$ cat src/rtl/mem_arb_pkg.sv
// Shared types and default widths for the program/data memory arbiter.
package mem_arb_pkg;

  localparam int unsigned MEM_ADDR_W = 10;
  localparam int unsigned MEM_DATA_W = 16;

  typedef enum logic {
    PORT_CORE = 1'b0,
    PORT_HOST = 1'b1
  } port_e;

endpackage

$ cat src/rtl/mem_arbiter_if.sv
// Request/response bundle between the core, the host loader, the memory and the arbiter.
interface mem_arbiter_if #(
  parameter int unsigned ADDR_W = mem_arb_pkg::MEM_ADDR_W,
  parameter int unsigned DATA_W = mem_arb_pkg::MEM_DATA_W
) ();

  logic              core_req;
  logic              core_we;
  logic [ADDR_W-1:0] core_addr;
  logic [DATA_W-1:0] core_wdata;
  logic              core_gnt;
  logic              core_rvalid;
  logic [DATA_W-1:0] core_rdata;

  logic              host_req;
  logic              host_we;
  logic [ADDR_W-1:0] host_addr;
  logic [DATA_W-1:0] host_wdata;
  logic              host_lock;
  logic              host_gnt;
  logic              host_rvalid;
  logic [DATA_W-1:0] host_rdata;

  logic              host_boot_done;
  logic              core_hold;

  logic [ADDR_W-1:0] mem_addr;
  logic [DATA_W-1:0] mem_wdata;
  logic              mem_we;
  logic [DATA_W-1:0] mem_rdata;

  // Arbiter side.
  modport slave (
    input  core_req, core_we, core_addr, core_wdata,
    output core_gnt, core_rvalid, core_rdata,
    input  host_req, host_we, host_addr, host_wdata, host_lock,
    output host_gnt, host_rvalid, host_rdata,
    input  host_boot_done,
    output core_hold,
    output mem_addr, mem_wdata, mem_we,
    input  mem_rdata
  );

  // Requesters and memory side.
  modport master (
    output core_req, core_we, core_addr, core_wdata,
    input  core_gnt, core_rvalid, core_rdata,
    output host_req, host_we, host_addr, host_wdata, host_lock,
    input  host_gnt, host_rvalid, host_rdata,
    output host_boot_done,
    input  core_hold,
    input  mem_addr, mem_wdata, mem_we,
    output mem_rdata
  );

endinterface

$ cat src/rtl/mem_arb_pick.sv
// Pure two-way grant decision: single requester wins, a live host lock keeps the host,
// otherwise the port that was not granted last wins the tie.
module mem_arb_pick
  import mem_arb_pkg::*;
#(
  parameter int unsigned MAX_LOCK = 8,
  parameter int unsigned CNT_W    = 4
) (
  input  logic             core_req_i,
  input  logic             host_req_i,
  input  port_e            last_i,
  input  logic             lock_own_i,
  input  logic [CNT_W-1:0] lock_cnt_i,
  output logic             core_win_o,
  output logic             host_win_o
);

  logic lock_live;

  assign lock_live = (last_i == PORT_HOST) && lock_own_i && (lock_cnt_i < CNT_W'(MAX_LOCK));

  always_comb begin
    core_win_o = 1'b0;
    host_win_o = 1'b0;
    if (core_req_i && host_req_i) begin
      if (lock_live)                  host_win_o = 1'b1;
      else if (last_i == PORT_HOST)   core_win_o = 1'b1;
      else                            host_win_o = 1'b1;
    end else begin
      core_win_o = core_req_i;
      host_win_o = host_req_i;
    end
  end

endmodule

$ cat src/rtl/mem_arbiter.sv
// Core/host arbiter for the shared single-port program memory, with tagged read return.
// Optional boot hold (core kept off the memory until host_boot_done): MEM_ARB_BOOT_HOLD_EN.
module mem_arbiter
  import mem_arb_pkg::*;
#(
  parameter int unsigned ADDR_W   = MEM_ADDR_W,
  parameter int unsigned DATA_W   = MEM_DATA_W,
  parameter int unsigned MAX_LOCK = 8
) (
  input logic          clk,
  input logic          rst,
  mem_arbiter_if.slave bus
);

  localparam int unsigned CNT_W = $clog2(MAX_LOCK + 1);

  port_e             last_q, last_d;
  logic              lock_own_q, lock_own_d;
  logic [CNT_W-1:0]  lock_cnt_q, lock_cnt_d;
  logic              rd_valid_q, rd_valid_d;
  port_e             rd_port_q, rd_port_d;
  logic [ADDR_W-1:0] addr_q, addr_d;
  logic [DATA_W-1:0] wdata_q, wdata_d;
  logic [DATA_W-1:0] core_rdata_q, core_rdata_d;
  logic [DATA_W-1:0] host_rdata_q, host_rdata_d;
  logic              hold;
  logic              core_req_eff, host_req_eff;
  logic              core_win, host_win;
  logic              mem_we_c;
  logic              core_rvalid, host_rvalid;

`ifdef MEM_ARB_BOOT_HOLD_EN
  logic hold_q;

  always_ff @(posedge clk) begin
    if (rst)                     hold_q <= 1'b1;
    else if (bus.host_boot_done) hold_q <= 1'b0;
  end

  assign hold = hold_q;
`else
  logic unused_boot_done;

  assign hold             = 1'b0;
  assign unused_boot_done = bus.host_boot_done;
`endif

  // Nothing is granted while reset is applied.
  assign core_req_eff = bus.core_req & ~hold & ~rst;
  assign host_req_eff = bus.host_req & ~rst;

  mem_arb_pick #(
    .MAX_LOCK (MAX_LOCK),
    .CNT_W    (CNT_W)
  ) u_pick (
    .core_req_i (core_req_eff),
    .host_req_i (host_req_eff),
    .last_i     (last_q),
    .lock_own_i (lock_own_q),
    .lock_cnt_i (lock_cnt_q),
    .core_win_o (core_win),
    .host_win_o (host_win)
  );

  // Memory command mux and arbitration state update.
  always_comb begin
    last_d     = last_q;
    lock_own_d = lock_own_q;
    lock_cnt_d = lock_cnt_q;
    rd_valid_d = 1'b0;
    rd_port_d  = rd_port_q;
    addr_d     = addr_q;
    wdata_d    = wdata_q;
    mem_we_c   = 1'b0;
    if (core_win) begin
      last_d     = PORT_CORE;
      lock_own_d = 1'b0;
      lock_cnt_d = '0;
      addr_d     = bus.core_addr;
      wdata_d    = bus.core_wdata;
      mem_we_c   = bus.core_we;
      rd_valid_d = ~bus.core_we;
      rd_port_d  = PORT_CORE;
    end else if (host_win) begin
      last_d     = PORT_HOST;
      lock_own_d = bus.host_lock;
      if (!bus.host_lock)                        lock_cnt_d = '0;
      else if (lock_cnt_q != CNT_W'(MAX_LOCK))   lock_cnt_d = lock_cnt_q + CNT_W'(1);
      addr_d     = bus.host_addr;
      wdata_d    = bus.host_wdata;
      mem_we_c   = bus.host_we;
      rd_valid_d = ~bus.host_we;
      rd_port_d  = PORT_HOST;
    end
  end

  // Read return: memory data is steered to the tagged port; the other port keeps its data.
  always_comb begin
    core_rvalid  = rd_valid_q & (rd_port_q == PORT_CORE) & ~rst;
    host_rvalid  = rd_valid_q & (rd_port_q == PORT_HOST) & ~rst;
    core_rdata_d = core_rvalid ? bus.mem_rdata : core_rdata_q;
    host_rdata_d = host_rvalid ? bus.mem_rdata : host_rdata_q;
  end

  always_ff @(posedge clk) begin
    if (rst) begin
      last_q       <= PORT_HOST;
      lock_own_q   <= 1'b0;
      lock_cnt_q   <= '0;
      rd_valid_q   <= 1'b0;
      rd_port_q    <= PORT_CORE;
      addr_q       <= '0;
      wdata_q      <= '0;
      core_rdata_q <= '0;
      host_rdata_q <= '0;
    end else begin
      last_q       <= last_d;
      lock_own_q   <= lock_own_d;
      lock_cnt_q   <= lock_cnt_d;
      rd_valid_q   <= rd_valid_d;
      rd_port_q    <= rd_port_d;
      addr_q       <= addr_d;
      wdata_q      <= wdata_d;
      core_rdata_q <= core_rdata_d;
      host_rdata_q <= host_rdata_d;
    end
  end

  assign bus.core_gnt    = core_win;
  assign bus.host_gnt    = host_win;
  assign bus.core_rvalid = core_rvalid;
  assign bus.host_rvalid = host_rvalid;
  assign bus.core_rdata  = core_rdata_d;
  assign bus.host_rdata  = host_rdata_d;
  assign bus.core_hold   = hold;
  assign bus.mem_addr    = addr_d;
  assign bus.mem_wdata   = wdata_d;
  assign bus.mem_we      = mem_we_c;

endmodule

$ cat src/flat_wrapper.sv
// flat-port wrapper written by rule: the top's interface ports become plain ports
module mem_arbiter_flat import mem_arb_pkg::*;
#(
  parameter int unsigned ADDR_W   = MEM_ADDR_W,
  parameter int unsigned DATA_W   = MEM_DATA_W,
  parameter int unsigned MAX_LOCK = 8
)
  (clk, rst, bus_core_req, bus_core_we, bus_core_addr, bus_core_wdata, bus_core_gnt, bus_core_rvalid, bus_core_rdata, bus_host_req, bus_host_we, bus_host_addr, bus_host_wdata, bus_host_lock, bus_host_gnt, bus_host_rvalid, bus_host_rdata, bus_host_boot_done, bus_core_hold, bus_mem_addr, bus_mem_wdata, bus_mem_we, bus_mem_rdata);
  mem_arbiter_if #(.ADDR_W(ADDR_W), .DATA_W(DATA_W)) bus_i ();
  input logic clk;
  input logic rst;
  input wire logic [$bits(bus_i.core_req)-1:0] bus_core_req;
  input wire logic [$bits(bus_i.core_we)-1:0] bus_core_we;
  input wire logic [$bits(bus_i.core_addr)-1:0] bus_core_addr;
  input wire logic [$bits(bus_i.core_wdata)-1:0] bus_core_wdata;
  output wire logic [$bits(bus_i.core_gnt)-1:0] bus_core_gnt;
  output wire logic [$bits(bus_i.core_rvalid)-1:0] bus_core_rvalid;
  output wire logic [$bits(bus_i.core_rdata)-1:0] bus_core_rdata;
  input wire logic [$bits(bus_i.host_req)-1:0] bus_host_req;
  input wire logic [$bits(bus_i.host_we)-1:0] bus_host_we;
  input wire logic [$bits(bus_i.host_addr)-1:0] bus_host_addr;
  input wire logic [$bits(bus_i.host_wdata)-1:0] bus_host_wdata;
  input wire logic [$bits(bus_i.host_lock)-1:0] bus_host_lock;
  output wire logic [$bits(bus_i.host_gnt)-1:0] bus_host_gnt;
  output wire logic [$bits(bus_i.host_rvalid)-1:0] bus_host_rvalid;
  output wire logic [$bits(bus_i.host_rdata)-1:0] bus_host_rdata;
  input wire logic [$bits(bus_i.host_boot_done)-1:0] bus_host_boot_done;
  output wire logic [$bits(bus_i.core_hold)-1:0] bus_core_hold;
  output wire logic [$bits(bus_i.mem_addr)-1:0] bus_mem_addr;
  output wire logic [$bits(bus_i.mem_wdata)-1:0] bus_mem_wdata;
  output wire logic [$bits(bus_i.mem_we)-1:0] bus_mem_we;
  input wire logic [$bits(bus_i.mem_rdata)-1:0] bus_mem_rdata;
  assign bus_i.core_req = bus_core_req;
  assign bus_i.core_we = bus_core_we;
  assign bus_i.core_addr = bus_core_addr;
  assign bus_i.core_wdata = bus_core_wdata;
  assign bus_core_gnt = bus_i.core_gnt;
  assign bus_core_rvalid = bus_i.core_rvalid;
  assign bus_core_rdata = bus_i.core_rdata;
  assign bus_i.host_req = bus_host_req;
  assign bus_i.host_we = bus_host_we;
  assign bus_i.host_addr = bus_host_addr;
  assign bus_i.host_wdata = bus_host_wdata;
  assign bus_i.host_lock = bus_host_lock;
  assign bus_host_gnt = bus_i.host_gnt;
  assign bus_host_rvalid = bus_i.host_rvalid;
  assign bus_host_rdata = bus_i.host_rdata;
  assign bus_i.host_boot_done = bus_host_boot_done;
  assign bus_core_hold = bus_i.core_hold;
  assign bus_mem_addr = bus_i.mem_addr;
  assign bus_mem_wdata = bus_i.mem_wdata;
  assign bus_mem_we = bus_i.mem_we;
  assign bus_i.mem_rdata = bus_mem_rdata;
  mem_arbiter #(.ADDR_W(ADDR_W), .DATA_W(DATA_W), .MAX_LOCK(MAX_LOCK)) u_core (.clk(clk), .rst(rst), .bus(bus_i));
endmodule
$ cat config.mk
export PLATFORM = sky130hd
export DESIGN_NAME = mem_arbiter_flat
export DESIGN_NICKNAME = d
export VERILOG_FILES = /design/src/rtl/mem_arb_pkg.sv /design/src/rtl/mem_arbiter_if.sv /design/src/rtl/mem_arb_pick.sv /design/src/rtl/mem_arbiter.sv /design/src/flat_wrapper.sv
export SDC_FILE = /design/constraint.sdc
export NUM_CORES = 1
export LEC_CHECK = 0
export ABC_CLOCK_PERIOD_IN_PS = 1600
export BUFFER_PORTS_ARGS = -buffer_cell sky130_fd_sc_hd__buf_2
export CORE_MARGIN = 8
export CORE_UTILIZATION = 45
export CTS_BUF_LIST = sky130_fd_sc_hd__clkbuf_4
export CTS_CLUSTER_DIAMETER = 120
export CTS_CLUSTER_SIZE = 14
export DETAILED_ROUTE_END_ITERATION = 6
export PLACE_DENSITY = 0.84
export SYNTH_ARGS = -nofsm -noshare
export SYNTH_HDL_FRONTEND = slang
export SYNTH_SLANG_ARGS = --single-unit
$ cat constraint.sdc
create_clock -name clk -period 1.6 [get_ports clk]
set_input_delay 0.08 -clock clk [delete_from_list [all_inputs] [get_ports clk]]
set_output_delay 0.08 -clock clk [all_outputs]
set_load 0.05 [all_outputs]
==> results of run 1 <==
[Yosys cell counts]
library cell / number / share of area (%)
buf_2: 11 / 1.6
a31oi_1: 2 / 0.37
buf_6: 1 / 0.33
mux2i_1: 52 / 15
nor3b_1: 1 / 0.22
or3_1: 1 / 0.18
buf_1: 2 / 0.22
nand3_1: 2 / 0.29
buf_4: 4 / 0.88
nand2b_1: 4 / 0.74
nor2_1: 29 / 3.2
a21oi_1: 3 / 0.44
dfxtp_1: 66 / 39
a41o_1: 1 / 0.29
or4b_1: 1 / 0.29
o22ai_1: 27 / 5.0
ha_1: 2 / 0.74
nand3_2: 1 / 0.29
and4b_1: 1 / 0.29
conb_1: 1 / 0.11
a31o_2: 1 / 0.26
nand3b_1: 1 / 0.22
a211oi_1: 26 / 5.7
mux2_2: 32 / 11
clkbuf_1: 9 / 0.99
inv_1: 31 / 3.4
o21ai_0: 2 / 0.29
nor3_1: 1 / 0.15
o2111ai_1: 1 / 0.26
and2_1: 32 / 5.9
clkinv_1: 1 / 0.11
a31o_4: 1 / 0.52
nor3b_2: 1 / 0.37
nand2_1: 9 / 0.99
nor2b_1: 3 / 0.55
[path summary, 6_finish.rpt]
check	cells past startpoint	startpoint	endpoint
max	6	u_core.lock_cnt_q[3]	bus_mem_wdata[5]
min	3	bus_mem_rdata[11]	u_core.host_rdata_q[11]
max reg2reg	8	u_core.lock_cnt_q[3]	u_core.wdata_q[3]
min reg2reg	2	u_core.lock_own_q	u_core.lock_own_q
[logic make-up after synthesis]
logic type               after synthesis  synth area share (%)
adder cells (fa/ha/maj)                2                0.7357
flip-flops                            66                 38.85
buffers and inverters                 59                 7.579
multiplexers                          84                 25.90
AND/OR/NAND/NOR                       87                 13.69
other                                  1                0.1103
AO/OA/AOI/OAI                         64                 13.13
[report_power, final]
group | switching (mW) | internal [mW]
registers | 0.0628 | 1.73
clock network | 0.618 | 0.507
logic | 1.12 | 0.888
[through the flow]
step	hold slack, ns	area [µm²]	power [mW]	setup WS, ns	utilization [%]
2_1_floorplan	0.1743	3817	2.912	-0.1172	-
3_3_place_gp	0.2739	4623	3.229	-0.03685	63.40
3_5_place_dp	0.2835	4623	3.267	-0.1414	63.40
4_1_cts	0.002324	5812	4.771	-0.3957	79.70
5_1_grt	0.02005	5941	5.106	-0.5082	81.47
6_report	0.05024	5941	4.924	-0.4327	81.47
[state kept, by name (all words and copies together), names as in the netlist]
name / cells
u_core.wdata_q: 16
u_core.last_q: 1
u_core.rd_valid_q: 1
u_core.addr_q: 10
u_core.host_rdata_q: 16
u_core.lock_own_q: 1
u_core.core_rdata_q: 16
u_core.rd_port_q: 1
u_core.lock_cnt_q: 4
[tightest hold or removal path, delay by kind of cell]
| family | cells | cell delay (ns) |
|---|---|---|
| buffers and inverters | 1 | 0.09 |
| muxes | 1 | 0.14 |
| and+or+nand+nor | 1 | 0.11 |
[cell type report]
| cell class | instances | area (µm²) |
|---|---|---|
| clock buffer | 11 | 82.58 |
| clock inverter | 5 | 55.05 |
| fill | 412 | 1351 |
| inverter | 32 | 125.1 |
| multi-input combinational | 238 | 2354 |
| sequential | 66 | 1328 |
| tap | 99 | 123.9 |
| timing repair buffer | 204 | 1873 |
[per-layer routing]
layer | routed length [µm] | share of wire (%) | track usage, %
met5 | 0 | 0 | 0
met4 | 795 | 5.5 | 9.566
met3 | 1448 | 10 | 8.103
met2 | 7041 | 49 | 44.37
met1 | 5121 | 36 | 25.86
[repair_timing]
action / CTS / global route
pin swaps: 4 / 3
hold buffers: 27 / 1
endpoints found under the hold margin: 28 / 1
cloned: 4 / 1
gates resized for setup: 153 / 28
endpoints found under the setup margin: 75 / 81
buffers inserted: 17 / 8
==> summary.txt, run 1 <==
Global routing
  • Grt ovf: 0
  • Initial antenna violation count: 0
  • GRT Resource Usage Total: 24.63%
  • First-pass GRT wire length: between 20000 and 25000 µm
  • Vias in the first global route: a little under 4k
  • Largest net degree at the start of global routing: 36

Timing
  • Clk_skew: 0.01904 ns
  • Final hold vios: 0
  • RSZ-0062 raised after global routing: true
  • Fmax: 0.4920 GHz
  • Fin crit share: 127.0%
  • Tmin final: 2.033 ns
  • Setup Total Neg Slack: -17.73 ns
  • Setup violations, final: 66
  • Final Slew Violations: 0
  • Final WS setup: -0.4327 ns

Placed design
  • Placed Cells incl. Taps: around 590
  • Placer Congestion: 0.8009
  • Count of buffers from port buffering: 137
  • DPL Wire Length: 7224 µm

Cells and area
  • Diode count: 0
  • Share of post-route cells with drive strength above 1: 50.36%
  • Most frequent cells in the layout: buf_2 (91), dfxtp_1 (61), buf_6 (33)
  • Area grow syn2layout: 74.69%
  • Net count, final: 629
  • Commonest non-fill, non-tap cell in the layout: buf_2
  • Layout Cells excl Fill: 655

Critical path
  • WP buf/inv: 2
  • Startpoint Class: register
  • Most frequent CP cell: nand2b_4
  • Crit-path leading delay family: buffers and inverters
  • Reg-to-reg slack, setup: -0.02 ns
  • Req. time, crit path: 1.52 ns
  • Critical path cell sequence: nand2b_4 -> a31oi_4 -> nand2b_4 -> buf_12 -> mux2i_4 -> buf_6
  • WP data arrival: 1.95 ns
  • Slowest CP cell: dfxtp_2
  • Crit path capture type: primary output
  • Max stage delay on crit path: 0.34 ns
  • Type of the worst setup path: register to primary output
  • Crit-path max FO: 7

Clocking
  • Clock Path Buffers: 2
  • Clock slew seen by the registers of the worst setup and hold paths: 0.12 ns
  • CTS Buf Count: 9
  • CTS tree: built
  • Clk_lat worst skew: 0.39 ns
  • TritonCTS sink count: 66
  • CTS root buffer: clkbuf_4
  • H-tree levels: 3

Power
  • VDD IR max: 497.5 µV
  • P per Cell Area: 828.9 mW/mm²
  • Leakage power: 2.729 nW

Detailed routing
  • Total wire length: approximately 14000 µm
  • Detailed-route DRC error count: 0
  • Drt via density: approximately 6
  • Routed WL per cell: 22.00 µm
  • First-pass detailed-route iteration total: 5
  • Routed Antenna Nets: 0
  • Vias post-DR: 3826
  • Initial DRC count: 274

Logic synthesis
  • Synthesis-stage register bit count: 66
  • Synth Net Count: 441
  • Mean Syn Cell Area: around 9.4 µm²
  • Synth Warn #: 0
  • Post-Synthesis Cells: 363
  • Synth cell types: 35
  • Mapped Area: 0.003401 mm²
  • Register area share after synthesis: 38.85%

Die
  • Die width: 102.9 µm
  • Num rows: 31
  • Core Area: roughly 0.0073 mm²
  • Initial core utilization: between 40 and 50%
  • Die height: 102.9 µm
  • I/O Pins: 140
  • Die area: between 0.01 and 0.015 mm²

Run
  • Max-cap viol count: 0

Worst hold path
  • Hold Crit Class: primary input to register

Status
  • Failing checks: setup timing
  • Status: finished, violations left
Power figures use the tool's default switching activity.
==> run 2: changes to the inputs <==
- HOLD_SLACK_MARGIN: default -> 0.12
==> summary.txt, run 2 (synthesis results as in run 1) <==
Clocking
  • Clk_lat worst skew: approximately 0.40 ns
  • Clock slew seen by the registers of the worst setup and hold paths: 0.13 ns
  • CTS tree: built
  • CTS root buffer: clkbuf_4
  • H-tree levels: 3
  • Clock Path Buffers: 2
  • TritonCTS sink count: 66
  • CTS Buf Count: 9

Global routing
  • GRT Resource Usage Total: 27.11%
  • Grt ovf: 0
  • First-pass GRT wire length: 22160 µm
  • Largest net degree at the start of global routing: 36
  • Initial antenna violation count: 0
  • Vias in the first global route: 4247

Critical path
  • Req. time, crit path: between 1.5 and 2 ns
  • Crit-path max FO: 8
  • Crit path from: u_core.lock_cnt_q[3]
  • Startpoint Class: register
  • R2R Path Start: u_core.lock_cnt_q[3]
  • Crit path capture type: primary output
  • WP data arrival: 1.97 ns
  • Type of the worst setup path: register to primary output

Power
  • Comb power frac: 41.9%
  • Clk pwr share: 22.3%
  • Sequential share of power: 35.8%
  • Pint: 3.183 mW
  • Leakage power: 2.898 nW
  • Psw: ~1.9 mW
  • Sw frac: 36.88%
  • VDD IR max: 593.3 µV
  • Post-layout total power: ~5.0 mW
  • P per Cell Area: about 790 mW/mm²

Die
  • I/O Pins: 140
  • Initial core utilization: a little under half
  • Die width: ~100 µm
  • Die area: 0.01059 mm²
  • Num rows: 31
  • Core Area: 0.007292 mm²
  • Die height: 102.9 µm

Timing
  • Final Slew Violations: 0
  • Fmax: 0.4882 GHz
  • Tmin final: 2.048 ns
  • Setup violations, final: 63
  • Final hold vios: 0
  • Clk_skew: 0.02465 ns
  • Hold slack: 0.1645 ns
  • Setup Total Neg Slack: -18.90 ns
  • RSZ-0062 raised after global routing: true
  • Fin crit share: 128.0%
  • Final WS setup: -0.4483 ns

Worst hold path
  • HP Start: rst
  • Hold Crit Class: primary input to register

Placed design
  • Count of buffers from port buffering: 137
  • Worst slack, placed: -0.1414 ns
  • Dpl cell area: approximately 0.0046 mm²
  • Placer Congestion: 0.8009
  • DPL Wire Length: roughly 7200 µm

Detailed routing
  • Vias post-DR: about 4.1k
  • Initial DRC count: 306
  • First-pass detailed-route iteration total: 5
  • Drt via density: just under 6
  • Routed Antenna Nets: 0
  • Routed WL per cell: 23.87 µm
  • Total wire length: 16620 µm
  • Detailed-route DRC error count: 0

Status
  • Failing checks: setup timing
  • Status: finished, violations left

Cells and area
  • Largest registers: u_core.core_rdata_q x16, u_core.host_rdata_q x16, u_core.wdata_q x16
  • Final Instance Area: between 0.006 and 0.007 mm²
  • Share of post-route cells with drive strength above 1: roughly 46%
  • Net count, final: 669
  • Area grow syn2layout: 87.45%
  • Commonest non-fill, non-tap cell in the layout: buf_2
  • Fillers: roughly 330
  • Register area: between 0.001 and 0.0015 mm²
  • Most frequent cells in the layout: buf_2 (91), dlygate4sd3_1 (73), dfxtp_1 (62)
  • Area of the multi-input gates: 0.002391 mm²

Run
  • Max-cap viol count: 0
[run 2: changes by cell type in the layout (fill, tap and decap cells not counted), sizes merged]
cell,change
buf,-4
clkbuf,-1
dlygate4sd3,+45
diode,+1
[run 2: stage by stage]
| stage | util (%) | std cells |
|---|---|---|
| final | 87.42 | 696 |
| after global routing | 87.39 | 695 |
| after CTS | 86.02 | 696 |
| after detailed placement | 63.40 | 587 |
| after global placement | 63.40 | 587 |
| after floorplan | - | 363 |
[run 2: cell type report]
type	instances	area share (%)
clock inverters	5	0.8636
well taps	99	1.943
inverters	32	1.963
flip-flops and latches	66	20.80
multi-input cells	238	37.51
clock buffers	11	1.295
repair buffers	244	35.58
diodes	1	0.03925
[run 2: path summary, 6_finish.rpt]
check	end	slack (ns)	cells past startpoint
max	bus_mem_wdata[4]	-0.45	6
min reg2reg	u_core.lock_own_q	0.52	2
max reg2reg	u_core.lock_cnt_q[3]	-0.04	5
min	u_core.wdata_q[4]	0.16	3
[run 2: worst max-delay path: stages (launching register included)]
cell and delay, ns:
dfxtp_2 0.34, nand2b_4 0.15, a31oi_4 0.17, nand2b_4 0.23
buf_12 0.19, mux2i_4 0.29, buf_6 0.19
[run 2: what timing repair did]
action,CTS,global route
hold buffers,73,0
endpoints found under the hold margin,63,0
endpoints found under the setup margin,75,81
gates resized for setup,153,32
pin swaps,4,5
buffers inserted,17,5
gates cloned,4,0
[run 2: metal layers]
layer | up-vias | wire length, µm | GRT usage (%)
met5 | - | 0 | 0
met4 | 0 | 835 | 12.35
met3 | 82 | 2047 | 8.238
met2 | 373 | 7971 | 47.99
met1 | 1899 | 5762 | 28.90
li1 | 1729 | - | -
[run 2: power by group through the flow]
stage | combinational, mW | clock [mW] | sequential [mW]
after CTS | 1.95 | 1.13 | 1.78
after global routing | 2.18 | 1.22 | 1.81
after floorplan | 1.11 | 0 | 1.80
after detailed placement | 1.46 | 0 | 1.81
final | 2.11 | 1.13 | 1.80
after global placement | 1.42 | 0 | 1.80
